===== src/rtl/rom_msg_streamer_if.sv =====
// ROM read port plus UART TX valid/ready channel used by rom_msg_streamer.
// master: the streamer (drives ROM address and TX byte).
// slave: the ROM / UART TX side.
interface rom_msg_streamer_if #(
    parameter int ADDR_W = 4,
    parameter int DATA_W = 8
);
    logic [ADDR_W-1:0] rom_addr;
    logic [DATA_W-1:0] rom_data;
    logic [DATA_W-1:0] tx_data;
    logic              tx_valid;
    logic              tx_ready;

    modport master (
        output rom_addr,
        input  rom_data,
        output tx_data,
        output tx_valid,
        input  tx_ready
    );

    modport slave (
        input  rom_addr,
        output rom_data,
        input  tx_data,
        input  tx_valid,
        output tx_ready
    );
endinterface


===== src/rtl/rom_msg_streamer.sv =====
// Walks message ROM addresses 0..MSG_LEN-1 on a start pulse and hands each
// byte to the UART transmitter over valid/ready. Every byte costs three
// states (READ, LATCH, SEND) because the ROM has one cycle of read latency.
// Optional: define STREAMER_CRLF_EN to append 0x0D, 0x0A after the message.
module rom_msg_streamer #(
    parameter int ADDR_W  = 4,
    parameter int DATA_W  = 8,
    parameter int MSG_LEN = 8
) (
    input  logic               clk,
    input  logic               rst_n,
    input  logic               start,
    rom_msg_streamer_if.master bus,
    output logic               busy,
    output logic               done
);

    localparam logic [ADDR_W-1:0] LAST_ADDR = ADDR_W'(MSG_LEN - 1);

    typedef enum logic [2:0] {
        S_IDLE,
        S_READ,
        S_LATCH,
        S_SEND,
        S_FINISH
`ifdef STREAMER_CRLF_EN
        ,
        S_CR,
        S_LF
`endif
    } state_t;

    state_t              state_q, state_d;
    logic [ADDR_W-1:0]   rom_addr_q, rom_addr_d;
    logic [DATA_W-1:0]   tx_data_q, tx_data_d;
    logic                tx_valid_q, tx_valid_d;
    logic                busy_q, busy_d;
    logic                done_q, done_d;
    logic                hs;

    assign hs = tx_valid_q && bus.tx_ready;

    // Next-state and next-output logic; all outputs come straight from flops.
    always_comb begin
        state_d    = state_q;
        rom_addr_d = rom_addr_q;
        tx_data_d  = tx_data_q;
        tx_valid_d = tx_valid_q;
        busy_d     = busy_q;
        done_d     = 1'b0;
        case (state_q)
            S_IDLE: begin
                // start is only looked at here, so pulses while busy or
                // during the FINISH/done cycle are dropped, not queued.
                if (start) begin
                    rom_addr_d = '0;
                    busy_d     = 1'b1;
                    state_d    = S_READ;
                end
            end
            S_READ: begin
                // ROM captures rom_addr at the end of this cycle.
                state_d = S_LATCH;
            end
            S_LATCH: begin
                tx_data_d  = bus.rom_data;
                tx_valid_d = 1'b1;
                state_d    = S_SEND;
            end
            S_SEND: begin
                if (hs) begin
                    tx_valid_d = 1'b0;
                    if (rom_addr_q == LAST_ADDR) begin
`ifdef STREAMER_CRLF_EN
                        state_d = S_CR;
`else
                        // done/busy are set on entry so the pulse lands in
                        // the cycle right after the final handshake.
                        state_d = S_FINISH;
                        done_d  = 1'b1;
                        busy_d  = 1'b0;
`endif
                    end else begin
                        rom_addr_d = rom_addr_q + ADDR_W'(1);
                        state_d    = S_READ;
                    end
                end
            end
`ifdef STREAMER_CRLF_EN
            S_CR: begin
                // First cycle in the state is the gap (valid low) where the
                // constant is loaded; then wait for the handshake.
                if (!tx_valid_q) begin
                    tx_data_d  = DATA_W'(8'h0D);
                    tx_valid_d = 1'b1;
                end else if (hs) begin
                    tx_valid_d = 1'b0;
                    state_d    = S_LF;
                end
            end
            S_LF: begin
                if (!tx_valid_q) begin
                    tx_data_d  = DATA_W'(8'h0A);
                    tx_valid_d = 1'b1;
                end else if (hs) begin
                    tx_valid_d = 1'b0;
                    state_d    = S_FINISH;
                    done_d     = 1'b1;
                    busy_d     = 1'b0;
                end
            end
`endif
            S_FINISH: begin
                // done drops via its default; one cycle here swallows start.
                state_d = S_IDLE;
            end
            default: begin
                state_d    = S_IDLE;
                tx_valid_d = 1'b0;
                busy_d     = 1'b0;
            end
        endcase
    end

    // State and output registers; reset aborts any transfer with no done.
    always_ff @(posedge clk or negedge rst_n) begin
        if (!rst_n) begin
            state_q    <= S_IDLE;
            rom_addr_q <= '0;
            tx_data_q  <= '0;
            tx_valid_q <= 1'b0;
            busy_q     <= 1'b0;
            done_q     <= 1'b0;
        end else begin
            state_q    <= state_d;
            rom_addr_q <= rom_addr_d;
            tx_data_q  <= tx_data_d;
            tx_valid_q <= tx_valid_d;
            busy_q     <= busy_d;
            done_q     <= done_d;
        end
    end

    assign bus.rom_addr = rom_addr_q;
    assign bus.tx_data  = tx_data_q;
    assign bus.tx_valid = tx_valid_q;
    assign busy         = busy_q;
    assign done         = done_q;

endmodule


===== src/flat_wrapper.sv =====
// flat-port wrapper written by rule: the top's interface ports become plain ports
module rom_msg_streamer_flat 
#(
    parameter int ADDR_W  = 4,
    parameter int DATA_W  = 8,
    parameter int MSG_LEN = 8
)
  (clk, rst_n, start, busy, done, bus_rom_addr, bus_rom_data, bus_tx_data, bus_tx_valid, bus_tx_ready);
  rom_msg_streamer_if #(.ADDR_W(ADDR_W), .DATA_W(DATA_W)) bus_i ();
  input  logic clk;
  input  logic rst_n;
  input  logic start;
  output logic busy;
  output logic done;
  output wire logic [$bits(bus_i.rom_addr)-1:0] bus_rom_addr;
  input wire logic [$bits(bus_i.rom_data)-1:0] bus_rom_data;
  output wire logic [$bits(bus_i.tx_data)-1:0] bus_tx_data;
  output wire logic [$bits(bus_i.tx_valid)-1:0] bus_tx_valid;
  input wire logic [$bits(bus_i.tx_ready)-1:0] bus_tx_ready;
  assign bus_rom_addr = bus_i.rom_addr;
  assign bus_i.rom_data = bus_rom_data;
  assign bus_tx_data = bus_i.tx_data;
  assign bus_tx_valid = bus_i.tx_valid;
  assign bus_i.tx_ready = bus_tx_ready;
  rom_msg_streamer #(.ADDR_W(ADDR_W), .DATA_W(DATA_W), .MSG_LEN(MSG_LEN)) u_core (.clk(clk), .rst_n(rst_n), .start(start), .bus(bus_i), .busy(busy), .done(done));
endmodule

===== config.mk =====
export PLATFORM = sky130hd
export DESIGN_NAME = rom_msg_streamer_flat
export DESIGN_NICKNAME = d
export VERILOG_FILES = /design/src/rtl/rom_msg_streamer_if.sv /design/src/rtl/rom_msg_streamer.sv /design/src/flat_wrapper.sv
export SDC_FILE = /design/constraint.sdc
export NUM_CORES = 1
export LEC_CHECK = 0
export CORE_ASPECT_RATIO = 0.75
export CORE_MARGIN = 5
export CORE_UTILIZATION = 43
export DETAILED_ROUTE_END_ITERATION = 7
export PLACE_DENSITY_LB_ADDON = 0.05
export SLEW_MARGIN = 30
export SYNTH_ARGS = -nofsm -noshare
export SYNTH_HDL_FRONTEND = slang
export SYNTH_SLANG_ARGS = --single-unit

===== constraint.sdc =====
create_clock -name clk -period 1.8 [get_ports clk]
set_clock_uncertainty 0.05 [all_clocks]
set_input_delay 0.27 -clock clk [delete_from_list [all_inputs] [get_ports clk]]
set_output_delay 0.27 -clock clk [all_outputs]
set_load 0.02 [all_outputs]

### Word level (Yosys, flattened, before mapping)

Cells that the tools add are included.

| storage, ports and cells | value |
|---|---|
| flip-flop bits (word level) | 18 |
| input bits | 12 |
| output and inout bits | 15 |
| word-level logic and storage cells | 44 |

| cells by class | value |
|---|---|
| add/subtract/negate cells | 1 |
| equal/unequal tests | 9 |
| muxes and demuxes | 17 |
| bitwise logic cells | 2 |
| reductions and logical operators | 9 |

Operators by type and width:

| kind | number |
|---|---|
| 2-to-1 mux 4 bit | 3 |
| one-hot mux 3 bit (4 select lines) | 1 |
| 2-to-1 mux 3 bit | 3 |
| one-hot mux 4 bit (2 select lines) | 1 |
| AND reduction 4 bit | 2 |
| 2-to-1 mux 1 bit | 7 |
| equality test 3 x 2 -> 1 bit, second input constant | 2 |
| one-hot mux 1 bit (3 select lines) | 2 |
| OR reduction 3 bit | 2 |
| adder 4 x 1 -> 4 bit, second input constant | 1 |
| equality test 4 x 3 -> 1 bit, second input constant | 1 |
| != test 2 x 1 -> 1 bit, second input constant | 2 |
| != test 2 bit, second input constant | 2 |
| AND reduction 2 bit | 2 |
| equality test 3 x 1 -> 1 bit, second input constant | 1 |
| equality test 3 bit, second input constant | 1 |
| zero test 3 bit | 1 |
| inverter 1 bit | 2 |
| nonzero test 2 bit | 1 |
| logical AND 1 bit | 1 |

### Logic depth before layout (Yosys ltp)

| logic depth | value |
|---|---|
| word-level depth | 4 |
| gate-level depth with buffers | 5 |
| gate-level depth less buffers | 5 |

### Worst setup path after synthesis

No wires, ideal clock.

| timing | value |
|---|---|
| kind | register -> register |
| start | register u_core.rom_addr_q[0], in the netlist u_core.bus.rom_addr[0] |
| end | register u_core.rom_addr_q[0], in the netlist u_core.bus.rom_addr[0] |
| library setup time | 0.081 ns |
| arrival time | 1.285 ns |
| data required time | 1.669 ns |
| path slack | 0.384 ns |
| cell stages (with the launch flop) | 5 |
| path buffers | 0 |
| clock period less this slack | 1.416 ns |
| path through | dfrtp_1 -> ha_1 -> and3b_1 -> nor2_1 -> mux2i_1 |

| on the way | value |
|---|---|
| cells in the longest elaborated chain, start to end | 4 |
| elaborated cells on any way between the ends | 7 |
| classes of those cells | 1 x add/sub; 2 x eq/ne; 3 x mux; 1 x reduce/logical |

RTL lines:

| item | RTL line | source |
|---|---|---|
| from (decl) | rom_msg_streamer.sv:34 | `logic [ADDR_W-1:0] rom_addr_q, rom_addr_d;` |
| from (signal assigned) | rom_msg_streamer.sv:136 | `rom_addr_q <= rom_addr_d;` |
| adder 4 x 1 -> 4 bit | rom_msg_streamer.sv:84 | `rom_addr_d = rom_addr_q + ADDR_W'(1);` |
| 2-to-1 mux 4 bit | rom_msg_streamer.sv:73 | `if (rom_addr_q == LAST_ADDR) begin` |
| 2-to-1 mux 4 bit | rom_msg_streamer.sv:71 | `if (hs) begin` |
| one-hot mux 4 bit (2 select lines) | rom_msg_streamer.sv:51 | `case (state_q)` |

Parallel ways exist; a longest one is shown, timed or not. The select of a mux whose other input is x is not followed.
A chain may end at the register's enable or synchronous reset.

### Worst setup path in the final report

| timing | value |
|---|---|
| start | register u_core.rom_addr_q[0], in the netlist u_core.bus.rom_addr[0] |
| end | output port bus_rom_addr[0] |

RTL lines:

| item | RTL line | source |
|---|---|---|
| to (decl) | flat_wrapper.sv:15 | `output wire logic [$bits(bus_i.rom_addr)-1:0] bus_rom_addr;` |

No word-level cell between the ends.

==> results.yml <==
worst_setup_path:
  endpoint_kind: "output pin"
  worst_setup_path_start_kind: "register"
  cp_slowest_cell: "clkdlybuf4s50_1"
  cp_slowest_stage_delay_ns: 0.63
  crit_buf_inv: 1
  crit_type: "register to output pin"
  path_cells: "clkdlybuf4s50_1"
  path_delay_family: "buffers and inverters"
  path_max_fanout: 5
  cp.required_ns: 1.48
  arrival_ns: 1.34
floorplan:
  fp.dieW_um: 59.9
  initial_utilization_pct: 45.8
  coreArea_um2: 1760
  die_y_um: 47.5
  die-area_um2: 2840
  num_rows: 13
  ios: 27
synth:
  async_flop_share_pct: 100
  synthSimpleGateAreaFrac_pct: 16.2
  synth_flop_cell: "dfrtp_1"
  synth-compound-area-share_pct: 9.02
  synthAdderAreaFrac_pct: 1.56
  synth_xor_area_share_pct: 0
  synth_edf_count: 0
  synth_top_family_by_area: "simple AND/OR/NAND/NOR gates"
  synth_seq_cells: 18
  synthCells: 70
  yosysUniqueCellTypes: 24
  synth_common_cells: "18 x dfrtp_1, 8 x mux2_2, 7 x nand2_1"
  yosys_warnings: 0
  synth_most_common_cell: "dfrtp_1"
  synth_top_area_share_pct: 56.0
  syn-mean-instance-area_um2: 11.5
  seq_area_frac_synth_pct: 56.0
  yosys.area.top_type: "dfrtp_1"
  syn_area_um2: 805
  synth_mux_area_share_pct: 13.7
  syn-num-nets: 83
  synthTopCellsByArea: "dfrtp_1 56%, mux2_2 11%, nand2_1 3.3%, nor2_1 2.8%, mux2i_1 2.5%"
worst_hold_path:
  min_path_type: "primary input to asynchronous set/reset pin"
power:
  p_comb_share_pct: 50.0
  power_switching_share_pct: 37.0
  p_int_uw: 1120
  pwr-share-clk_pct: 10.5
  cellPowerDensity_nw_per_um2: 1600
  pwr-share-seq_pct: 39.5
  p_sw_uw: 661
  power_uw: 1780
  max-vdd-ir-drop_uv: 830
  p_leak_uw: 0.000481
grt:
  antenna_found_initial: 0
  grt_max_degree: 19
  track_usage_pct: 13.4
  grt_pass1_vias: 603
  grt_overflow: 0
  grt_pass1_wl_mm: 2.75
layout:
  fin_area_um2: 1110
  final_layout_size_suffix_gt1_share_pct: 16.3
  n_antenna_cell: 0
  area_growth_pct: 38.3
  nets: 113
  n_fill_cell: 143
route:
  vias_per_cell: 5.15
  drt-pass1-iter-count: 4
  met2_wirelength_um: 697
  avgRoutedWirePerCell_um: 13.2
  vias: 618
  ant_nets: 0
  wl_met1_um: 729
  drt_iter0_drc: 7
  drc: 0
  wl_met3_um: 149
  drt_wl_total_mm: 1.59
  top_layer: "met4"
clock_tree:
  cts_tree: "built"
  cts_sinks: 18
  cts_hold_buf: 0
  cts_setup_buffers: 0
  cts_buffers: 3
  clock_latency_ns: 0.29
  root_buffer: "clkbuf_4"
  cts_max_level: 1
  clockBufferDepth: 2
  postCtsResizedCells: 0
  path_clk_slew_ns: 0.09
place:
  gp_congestion: 0.745
  dp_hpwl_mm: 1.22
  placed_cell_area_um2: 1090
  port_buffers: 26
flow_run:
  cap_violations: 0
sta:
  post-route-period-util_pct: 92.4
  finalSetupTns_ns: 0
  hold_slack_ns: 0.253
  rsz0062_at_grt: "false"
  worst_pin_slew_ns: 0.416
  timing.fmax_mhz: 602
  fin_crit_ns: 1.66
  setup_viol: 0
  hold_viol_final: 0
  slew_viol_final: 0
  max-slew-margin-rel_pct: 72.2
run_status:
  outcome: "completed"
[power by group through the flow]
| stage | Clock (µW) | Combinational [µW] | Sequential (µW) |
|---|---|---|---|
| after floorplan | 0 | 319 | 878 |
| after global placement | 0 | 892 | 701 |
| after detailed placement | 0 | 901 | 715 |
| after CTS | 195 | 904 | 705 |
| after global routing | 219 | 962 | 732 |
| final | 187 | 891 | 706 |
[worst reg2reg max path, cell delays in order, from the launching register on]
cell     delay, ns
dfrtp_1       0.49
nor3_4        0.44
mux2_2        0.39
[final cells by class]
class	instances	area, µm²	share of cell area [%]
well taps	22	27.5	2.47
repair buffers	28	275	24.7
multi-input cells	46	325	29.2
flip-flops and latches	18	450	40.5
inverters	3	11.3	1.01
clock buffers	3	22.5	2.02
[cells by family (layout without fill, tap and decap cells)]
logic type | count (synthesis) | count (layout)
AND/OR/NAND/NOR | 24 | 24
flip-flops | 18 | 18
AO/OA/AOI/OAI | 11 | 11
multiplexers | 10 | 10
buffers and inverters | 6 | 34
adder cells (fa/ha/maj) | 1 | 1
[cells in the final DEF, fill, tap and decap left out, drive strengths merged, types with 2 or more instances in the layout]
| master | count |
|---|---|
| inv | 3 |
| mux2 | 8 |
| buf | 2 |
| clkbuf | 3 |
| o21ai | 3 |
| a21oi | 2 |
| nand2b | 2 |
| mux2i | 2 |
| nand3 | 4 |
| nor3 | 3 |
| o211ai | 2 |
| dfrtp | 18 |
| nand2 | 7 |
| clkdlybuf4s50 | 26 |
| nor2 | 6 |
[state kept, by name, indices dropped and copies added (netlist names)]
signal               flops
u_core.bus.rom_addr      4
u_core.bus.tx_data       8
u_core.bus.tx_valid      1
u_core.busy              1
u_core.done              1
u_core.state_q           3
[metrics by stage]
step	setup slack, ns	util, %	std cells
final	0.138	63.3	120
after global routing	0.0631	63.3	120
after CTS	0.128	63.3	120
after detailed placement	0.189	62.0	117
after global placement	0.224	62.0	117
after floorplan	0.384	-	70
[final timing paths]
check	startpoint	to	slack (ns)	depth (start not counted)
max in group asynchronous	rst_n	u_core.bus.rom_addr[1]	1.26	2
max reg2reg	u_core.state_q[0]	u_core.bus.tx_data[4]	0.32	2
max	u_core.bus.rom_addr[0]	bus_rom_addr[0]	0.14	1
min	rst_n	u_core.bus.tx_data[1]	0.25	2
min reg2reg	u_core.bus.tx_data[0]	u_core.bus.tx_data[0]	0.46	1
min in group clk	u_core.bus.tx_data[0]	u_core.bus.tx_data[0]	0.46	1
[routing by layer]
metal  global-route usage, %  up-vias
met5                       0        -
met4                    3.98        0
met3                    5.39        2
met2                    22.0       24
met1                    16.5      289
li1                        -      303
Note: power is estimated with default switching activity, not from simulation.
